--- src/rtl/data_pipe_arb_pkg.sv ---
// Shared types and helpers for the data_pipe round-robin arbiter.
// No logic, so no latency.
// No flow control of its own.
package data_pipe_arb_pkg;

  typedef enum logic [1:0] {
    IDLE   = 2'd0,
    SWITCH = 2'd1,
    GRANT  = 2'd2
  } ARB_STATE;

  // Select width that stays at least one bit wide when only one requester exists
  function automatic int clog2_min1(input int n);
    return (n <= 1) ? 1 : $clog2(n);
  endfunction

endpackage

--- src/rtl/data_pipe_rr_pick.sv ---
// Rotate-priority encoder: first unmasked request at or after ptr, wrapping.
// Purely combinational, zero latency.
// No flow control; the caller decides when the result is used.
module data_pipe_rr_pick
  import data_pipe_arb_pkg::*;
#(
  parameter int NUM = 8,
  localparam int NSIZE = clog2_min1(NUM)
) (
  input  logic [NUM-1:0]   req,
  input  logic [NSIZE-1:0] ptr,
  input  logic [NUM-1:0]   mask,
  output logic [NSIZE-1:0] idx,
  output logic             any
);

  logic [NUM-1:0]   eff;
  logic [NSIZE-1:0] k;

  assign eff = req & ~mask;

  // Walk ptr, ptr+1, ... NUM-1, 0, ... ptr-1 and keep the first hit
  always_comb begin
    idx = '0;
    any = 1'b0;
    k   = '0;
    for (int i = 0; i < NUM; i++) begin
      k = NSIZE'((int'(ptr) + i) % NUM);
      if (!any && eff[k]) begin
        any = 1'b1;
        idx = k;
      end
    end
  end

endmodule

--- src/rtl/data_pipe_rr_arbiter.sv ---
// Packet-locked round-robin arbiter driving the interconnect path select.
// Request seen in IDLE -> addr next cycle, grant the cycle after; one dead cycle between owners.
// Grant holds while the owner stalls (valid or ready low); release only on last or beat budget.
module data_pipe_rr_arbiter
  import data_pipe_arb_pkg::*;
#(
  parameter int NUM       = 8,
  parameter int MAX_BEATS = 0,
  parameter int CSIZE     = 16,
  localparam int NSIZE    = clog2_min1(NUM)
) (
  input  logic             clock,
  input  logic             rst,
  input  logic             clk_en,
  input  logic [NUM-1:0]   up_valid,
  input  logic [NUM-1:0]   up_ready,
  input  logic [NUM-1:0]   up_last,
  output logic [NSIZE-1:0] addr,
  output logic [NUM-1:0]   grant,
  output logic             busy,
  output logic [CSIZE-1:0] beat_cnt
);

  localparam logic [CSIZE-1:0] BUD_LAST = (MAX_BEATS == 0) ? '0 : CSIZE'(MAX_BEATS - 1);

  ARB_STATE         state, state_n;
  logic [NSIZE-1:0] ptr, ptr_n, ptr_rel;
  logic [NSIZE-1:0] addr_n;
  logic [NUM-1:0]   grant_n;
  logic [CSIZE-1:0] cnt_n;
  logic             busy_n;

  logic             xfer, end_pkt, end_bud, release_c;
  logic [NSIZE-1:0] pk_ptr, pk_idx;
  logic             pk_any;

  // Owner handshake and release conditions; only meaningful while granted
  assign xfer      = (state == GRANT) && up_valid[addr] && up_ready[addr] && clk_en;
  assign end_pkt   = xfer && up_last[addr];
  assign end_bud   = xfer && (MAX_BEATS != 0) && (beat_cnt == BUD_LAST);
  assign release_c = end_pkt || end_bud;

  // Pointer one past the current owner, wrapping at NUM
  assign ptr_rel = (addr == NSIZE'(NUM - 1)) ? '0 : addr + NSIZE'(1);

  // At release arbitrate from the post-release pointer; grant is one-hot on the
  // owner in GRANT and zero elsewhere, so it doubles as the owner mask
  assign pk_ptr = (state == GRANT) ? ptr_rel : ptr;

  data_pipe_rr_pick #(.NUM(NUM)) u_pick (
    .req  (up_valid),
    .ptr  (pk_ptr),
    .mask (grant),
    .idx  (pk_idx),
    .any  (pk_any)
  );

  // Next-state and next-output decode; every update is gated by clk_en
  always_comb begin
    state_n = state;
    addr_n  = addr;
    grant_n = grant;
    cnt_n   = beat_cnt;
    ptr_n   = ptr;
    case (state)
      IDLE: begin
        if (clk_en && pk_any) begin
          addr_n  = pk_idx;
          state_n = SWITCH;
        end
      end
      SWITCH: begin
        if (clk_en) begin
          grant_n = NUM'(1) << addr;
          cnt_n   = '0;
          state_n = GRANT;
        end
      end
      GRANT: begin
        if (xfer && (beat_cnt != '1)) cnt_n = beat_cnt + CSIZE'(1);
        if (release_c) begin
          ptr_n   = ptr_rel;
          grant_n = '0;
          if (pk_any) begin
            addr_n  = pk_idx;
            state_n = SWITCH;
          end else begin
            state_n = IDLE;
          end
        end
      end
      default: begin
        state_n = IDLE;
        grant_n = '0;
      end
    endcase
    busy_n = (state_n != IDLE);
  end

  // State, pointer and registered outputs
  always_ff @(posedge clock or posedge rst) begin
    if (rst) begin
      state    <= IDLE;
      ptr      <= '0;
      addr     <= '0;
      grant    <= '0;
      busy     <= 1'b0;
      beat_cnt <= '0;
    end else begin
      state    <= state_n;
      ptr      <= ptr_n;
      addr     <= addr_n;
      grant    <= grant_n;
      busy     <= busy_n;
      beat_cnt <= cnt_n;
    end
  end

endmodule

--- config.mk ---
export PLATFORM = sky130hd
export DESIGN_NAME = data_pipe_rr_arbiter
export DESIGN_NICKNAME = d
export VERILOG_FILES = /design/src/rtl/data_pipe_arb_pkg.sv /design/src/rtl/data_pipe_rr_pick.sv /design/src/rtl/data_pipe_rr_arbiter.sv
export SDC_FILE = /design/constraint.sdc
export NUM_CORES = 1
export LEC_CHECK = 0
export ABC_CLOCK_PERIOD_IN_PS = 4100
export BUFFER_PORTS_ARGS = -buffer_cell sky130_fd_sc_hd__buf_4
export CORE_MARGIN = 4
export CORE_UTILIZATION = 30
export CTS_BUF_LIST = sky130_fd_sc_hd__clkbuf_4 sky130_fd_sc_hd__clkbuf_8
export CTS_CLUSTER_SIZE = 14
export DETAILED_ROUTE_END_ITERATION = 8
export MAX_ROUTING_LAYER = met4
export PLACE_DENSITY_LB_ADDON = 0.05
export SLEW_MARGIN = 5
export SYNTH_ARGS = -nofsm -noshare
export SYNTH_HDL_FRONTEND = slang
export SYNTH_HIERARCHICAL = 1
export SYNTH_SLANG_ARGS = --single-unit
export TNS_END_PERCENT = 100
--- constraint.sdc ---
create_clock -name clock -period 4.1 [get_ports clock]
set_input_delay 0.615 -clock clock [delete_from_list [all_inputs] [get_ports clock]]
set_output_delay 0.615 -clock clock [all_outputs]
set_load 0.03 [all_outputs]
# Word-level counts from Yosys, hierarchy flattened
# Index checks and enable logic that the tools add are counted.
# word_totals
register_bits	33
in_bits	27
output_inout_bits	28
# op_classes
addsub	9
bitwise	3
shift	1
muxes	55
n_reduce_logical	28
order_cmp	9
eq_ne	9
# op_table
operator	n
$mux 3	13
$lt 3x4->1 const B	9
$bmux 1 s3	11
$mux 16	2
$pmux 16 s2	1
$pmux 8 s3	1
$mux 1	20
$add 16x1->16 const B	1
$mux 8	2
$ne 16x16->1 const B	1
$logic_and 1x1->1	13
$add 3x3->3 const B	4
$and 8x8->8	1
$ne 2x2->1 const B	4
$not 8->8	1
$shl 1x3->8 const A	1
$logic_not 1->1	7
$add 3x1->3 const B	2
$add 3x2->3 const B	2
$mux 2	3
$pmux 2 s3	1
$pmux 3 s2	1
$reduce_and 3->1	2
$reduce_bool 2->1	3
other kinds (8)	8

# Logic depth before layout (Yosys ltp)
# logic_depth
depth_word	31
mapped_depth	20
ltp_nobuf	18

# By module
# Netlist, hierarchy kept.
# modules_own_cells
module	cells_per_inst	n_inst	area_each_um2	seq_area_each_um2
data_pipe_rr_arbiter	222	1	2054.5	825.8
data_pipe_rr_pick	118	1	978.4	0.0

# Worst setup path before layout
# No wires, ideal clock.
# synth_timing
path_type	flip-flop to flip-flop
startpoint	reg addr[1]
endpoint	reg addr[0]
required_ns	3.952
t_arrival_ns	3.744
setup_ns	0.148
path_buffers	2
setup_slack_ns	0.209
stages_incl_launch_ff	20
path_cell_list	dfrtp_1 ha_1 ha_1 nor2_1 nand2_1 nand2_1 buf_6 inv_4 buf_8 ha_1 xor2_1 mux4_2 mux2i_1 and2_1 and3_1 nand3b_1 o211ai_1 mux2i_1 a31oi_1 o311ai_0
# synth_between
elab_chain_cells	30
word_cells_on_any_way	76
# synth_rtl
item	line	text
start, declared	data_pipe_rr_arbiter.sv:18	output logic [NSIZE-1:0] addr,
start signal, assigned	data_pipe_rr_arbiter.sv:112	addr <= addr_n;
$eq 3x3->1 *	data_pipe_rr_arbiter.sv:44	assign ptr_rel = (addr == NSIZE'(NUM - 1)) ? '0 : addr + NSIZE'(1);
$mux 3 *	data_pipe_rr_arbiter.sv:44	
$mux 3 *	data_pipe_rr_arbiter.sv:48	assign pk_ptr = (state == GRANT) ? ptr_rel : ptr;
net pk_ptr[0]	data_pipe_rr_arbiter.sv:34	logic [NSIZE-1:0] pk_ptr, pk_idx;
parallel branches: the longest is 23 deep, another holds $add 3x1->3	--	
$mux 1 *	data_pipe_rr_pick.sv:29	if (!any && eff[k]) begin
net pk_any	data_pipe_rr_arbiter.sv:35	logic pk_any;
$logic_and 1x1->1	data_pipe_rr_arbiter.sv:67	if (clk_en && pk_any) begin
$ne 2x2->1 (no source line)	--	
$reduce_and 4->1 (no source line) *	--	
# Mark *: on every way through the listed nets, which the timed path passes. The select of a mux whose other input is x is not followed.
# A chain may end at the register's enable or synchronous reset.

# Worst setup path after layout
# layout_timing
startpoint	reg addr[0]
endpoint	reg addr[0]
# layout_between
elab_chain_cells	30
word_cells_on_any_way	76
# layout_rtl
item	line
$add 3x1->3 / $eq 3x3->1 (equally long branches)	data_pipe_rr_arbiter.sv:44
$mux 3 *	data_pipe_rr_arbiter.sv:44
$mux 3 *	data_pipe_rr_arbiter.sv:48
net pk_ptr[0]	data_pipe_rr_arbiter.sv:34
parallel branches: the longest is 23 deep, another holds $add 3x1->3	--
$mux 1 *	data_pipe_rr_pick.sv:29
net pk_any	data_pipe_rr_arbiter.sv:35
$logic_and 1x1->1	data_pipe_rr_arbiter.sv:67
$ne 2x2->1 (no source line)	--
$reduce_and 4->1 (no source line) *	--
# Marks and branches as above.

==> out/metrics.csv <==
stage,metric,value,unit
status,status,"complete, no violations",
timing,fmax,262,MHz
critical_path,RR Startpoint,addr[0],
logic_synthesis,most numerous cell in the Yosys netlist,nand2_1,
cells_and_area,Synth-to-Final Area Change,26.6,%
timing,worst-margin pin slew,546,ps
logic_synthesis,Yosys Warn Count,6,
power,Leak,0.00167,uW
logic_synthesis,top cell type by total area after synthesis,dfrtp_1,
global_routing,global-route wire length before repair,15700,microns
critical_path,WP data required,4260,ps
global_routing,largest net degree at the start of global routing,34,
timing,crit path time final,3810,ps
floorplanning,Die Wd,109,microns
power,Net Switching,1700,uW
power,Pwr Density,896,nW/um^2
cells_and_area,Final Core Density,39.1,%
route,Routed Antenna Nets,0,
route,DRT Wirelength,9700,microns
floorplanning,I/O Pins,55,
critical_path,kind of critical path,reg -> reg,
clock_network,worst skew pair latency,280,ps
cells_and_area,ANT cells,0,
clock_network,# hold bufs at CTS,0,
logic_synthesis,Synth Register Bits,33,
route,Via Count,3047,
logic_synthesis,commonest cells in the netlist,"47 x nand2_1, 33 x dfrtp_1, 19 x nand3_1, 15 x clkbuf_1",
clock_network,cts bufs inserted,5,
cells_and_area,share of cells above drive strength 1,29.1,%
logic_synthesis,ys async rst share,100,%
route,DR pass1 iterations,5,
route,drt initial violations,175,
placed_design,# port buffers,54,
floorplanning,die footprint,11800,sq um
route,Vias/cell,5.59,
cells_and_area,number of nets in the layout,448,
critical_path,Critical Path AT,3980,ps
global_routing,GRT overflow,0,
floorplanning,Die Y,109,microns
hold_path,min-delay worst type,in -> async,
power,Reg power frac,14.8,%
logic_synthesis,synthesized cell area,3030,sq um
placed_design,RePlAce Congestion,0.866,
critical_path,Setup crit start kind,flip-flop,
logic_synthesis,Cells after Synth,340,
timing,final setup violation count,0,
logic_synthesis,Post-Syn Nets,376,
critical_path,CP Max Fanout,14,
power,Comb power frac,77.7,%
placed_design,post-DP HPWL,7460,microns
clock_network,clock root buffer,clkbuf_8,
timing,RSZ-0062 raised after global routing,false,
floorplanning,area of the core,9820,sq um
timing,relative slew slack,63.5,%
power,VDD IR max,0.281,mV
logic_synthesis,Post-synth EDFFs,0,
logic_synthesis,Synth area leaders,"dfrtp_1 27%, mux4_2 7.4%, nand2_1 5.8%",
timing,Worst Skew,6.80,ps
global_routing,initial antenna violation count,0,
logic_synthesis,syn_area_per_cell,8.92,sq um
timing,Tcrit/Tclk final,93.0,%
timing,setup TNS,0,ps
power,Clk pwr share,7.5,%
logic_synthesis,post-synth top area share,27.2,%
power,sw frac,49.3,%
route,Avg WL per Cell,17.8,microns
logic_synthesis,sequential area share after synthesis,27.2,%
floorplanning,Initial Util,30.9,%
critical_path,Critical Path End Type,flip-flop,
clock_network,TritonCTS clock tree,built,
clock_network,clock buffer depth,2,
timing,max-slew violations,0,
global_routing,All-Layer GR Usage,17.3,%
logic_synthesis,top_reg_cell synth,dfrtp_1,
clock_network,clock slew at reported path FFs,70,ps
global_routing,via count of the first global-routing pass,2952,
floorplanning,Rows,36,
timing,final hold violation count,0,
cells_and_area,FILL cells,1060,
clock_network,H-tree depth,2,
critical_path,Worst Setup SP,addr[0],
route,DRC viols,0,
run,MaxCap Viol Count,0,
logic_synthesis,Netlist cell types,65,
clock_network,clk sink count,33,
power,Int Pwr,1740,uW
final timing paths:
| check | slack (ps) | end | depth (start not counted) |
|---|---|---|---|
| setup / recovery | 290 | addr[0] | 15 |
| hold / removal | 420 | grant[5] | 3 |
| setup reg to reg | 290 | addr[0] | 15 |
| hold reg to reg | 510 | ptr[1] | 1 |
| max in group asynchronous | 3330 | beat_cnt[6] | 3 |
| min in group clock | 510 | ptr[1] | 1 |
stage by stage:
step                instances  cell area, sq um  setup slack (ps)  hold slack [ps]  power, uW
global placement          536              3720               289              490       3120
CTS                       543              3810               158              449       3390
global route              545              3840              28.9              477       3730
floorplan                 340              3030               209              477       2310
detailed placement        536              3720               178              496       3110
finish                    545              3840               286              422       3440
kinds of logic after synthesis:
family,count (synthesis),synth area share [%]
AND/OR/NAND/NOR,130,22.4
AO/OA/AOI/OAI,95,23.1
buffers and inverters,37,5.61
multiplexers,34,17.1
flip-flops,33,27.2
adder cells (fa/ha/maj),9,3.71
XOR/XNOR,2,0.825
power groups by stage:
stage               sequential [uW]  clock, uW  combinational, uW
global placement                519          0               2600
global route                    524        283               2920
finish                          510        257               2670
floorplan                       613          0               1690
CTS                             511        270               2610
detailed placement              517          0               2590
registers in the layout, summed over array words and instances, names as in the netlist:
name      count
addr          3
grant         8
state         2
beat_cnt     16
busy          1
ptr           3
critical path: stages (launching register included):
cell	delay [ps]
dfrtp_1	420
ha_1	240
ha_1	200
nor2_1	110
nand2_1	80
nand2_2	130
buf_4	230
mux2i_1	190
mux4_2	580
and2_1	230
and3_1	200
nand3b_1	140
o211ai_1	140
buf_4	190
or4b_1	500
o311ai_0	110
repair_timing:
| action | 4_1_cts | 5_1_grt |
|---|---|---|
| endpoints found under the setup margin | 0 | 4 |
| resized for setup | 0 | 3 |
| buffers inserted | 0 | 2 |
cell usage in the layout (no fill, tap or decap), types with 2 or more instances in the layout:
master      n
a211oi_1    3
a21o_1      2
a21oi_1    14
a221oi_1    4
a311oi_1    2
a31oi_1     4
a32oi_1     3
and2_1      4
and3_1      4
and4_1      2
buf_4      85
clkbuf_8    6
clkinv_1    2
dfrtp_1    33
ha_1        9
inv_1      13
mux2_2      5
mux2_4      3
mux2i_1    14
mux4_1      2
mux4_2     10
nand2_1    46
nand2b_1    4
nand3_1    19
nand4_1     6
nor2_1     12
nor2b_1     9
nor3b_1     2
o2111ai_1   2
o211ai_1    5
o21a_1      2
o21ai_0    13
o21ai_1     2
o22ai_1     6
o311ai_0   12
o31ai_1     8
or2_2       2
or3_1       2
or4_1       7
or4b_1      3
metal layers:
layer | global-route usage (%) | share of wire [%]
met4 | 4.33 | 1.3
met3 | 2.09 | 5.0
met5 | - | 0
met2 | 27.6 | 48
met1 | 23.4 | 46
final cells by class:
class / count / area, sq um / share of cell area, %
tap: 133 / 166 / 4.34
timing repair buffer: 85 / 638 / 16.6
multi-input combinational: 270 / 2050 / 53.5
clock inverter: 1 / 7.51 / 0.196
sequential: 33 / 826 / 21.5
clock buffer: 6 / 82.6 / 2.15
inverter: 17 / 66.3 / 1.73
Power figures use the tool's default switching activity.
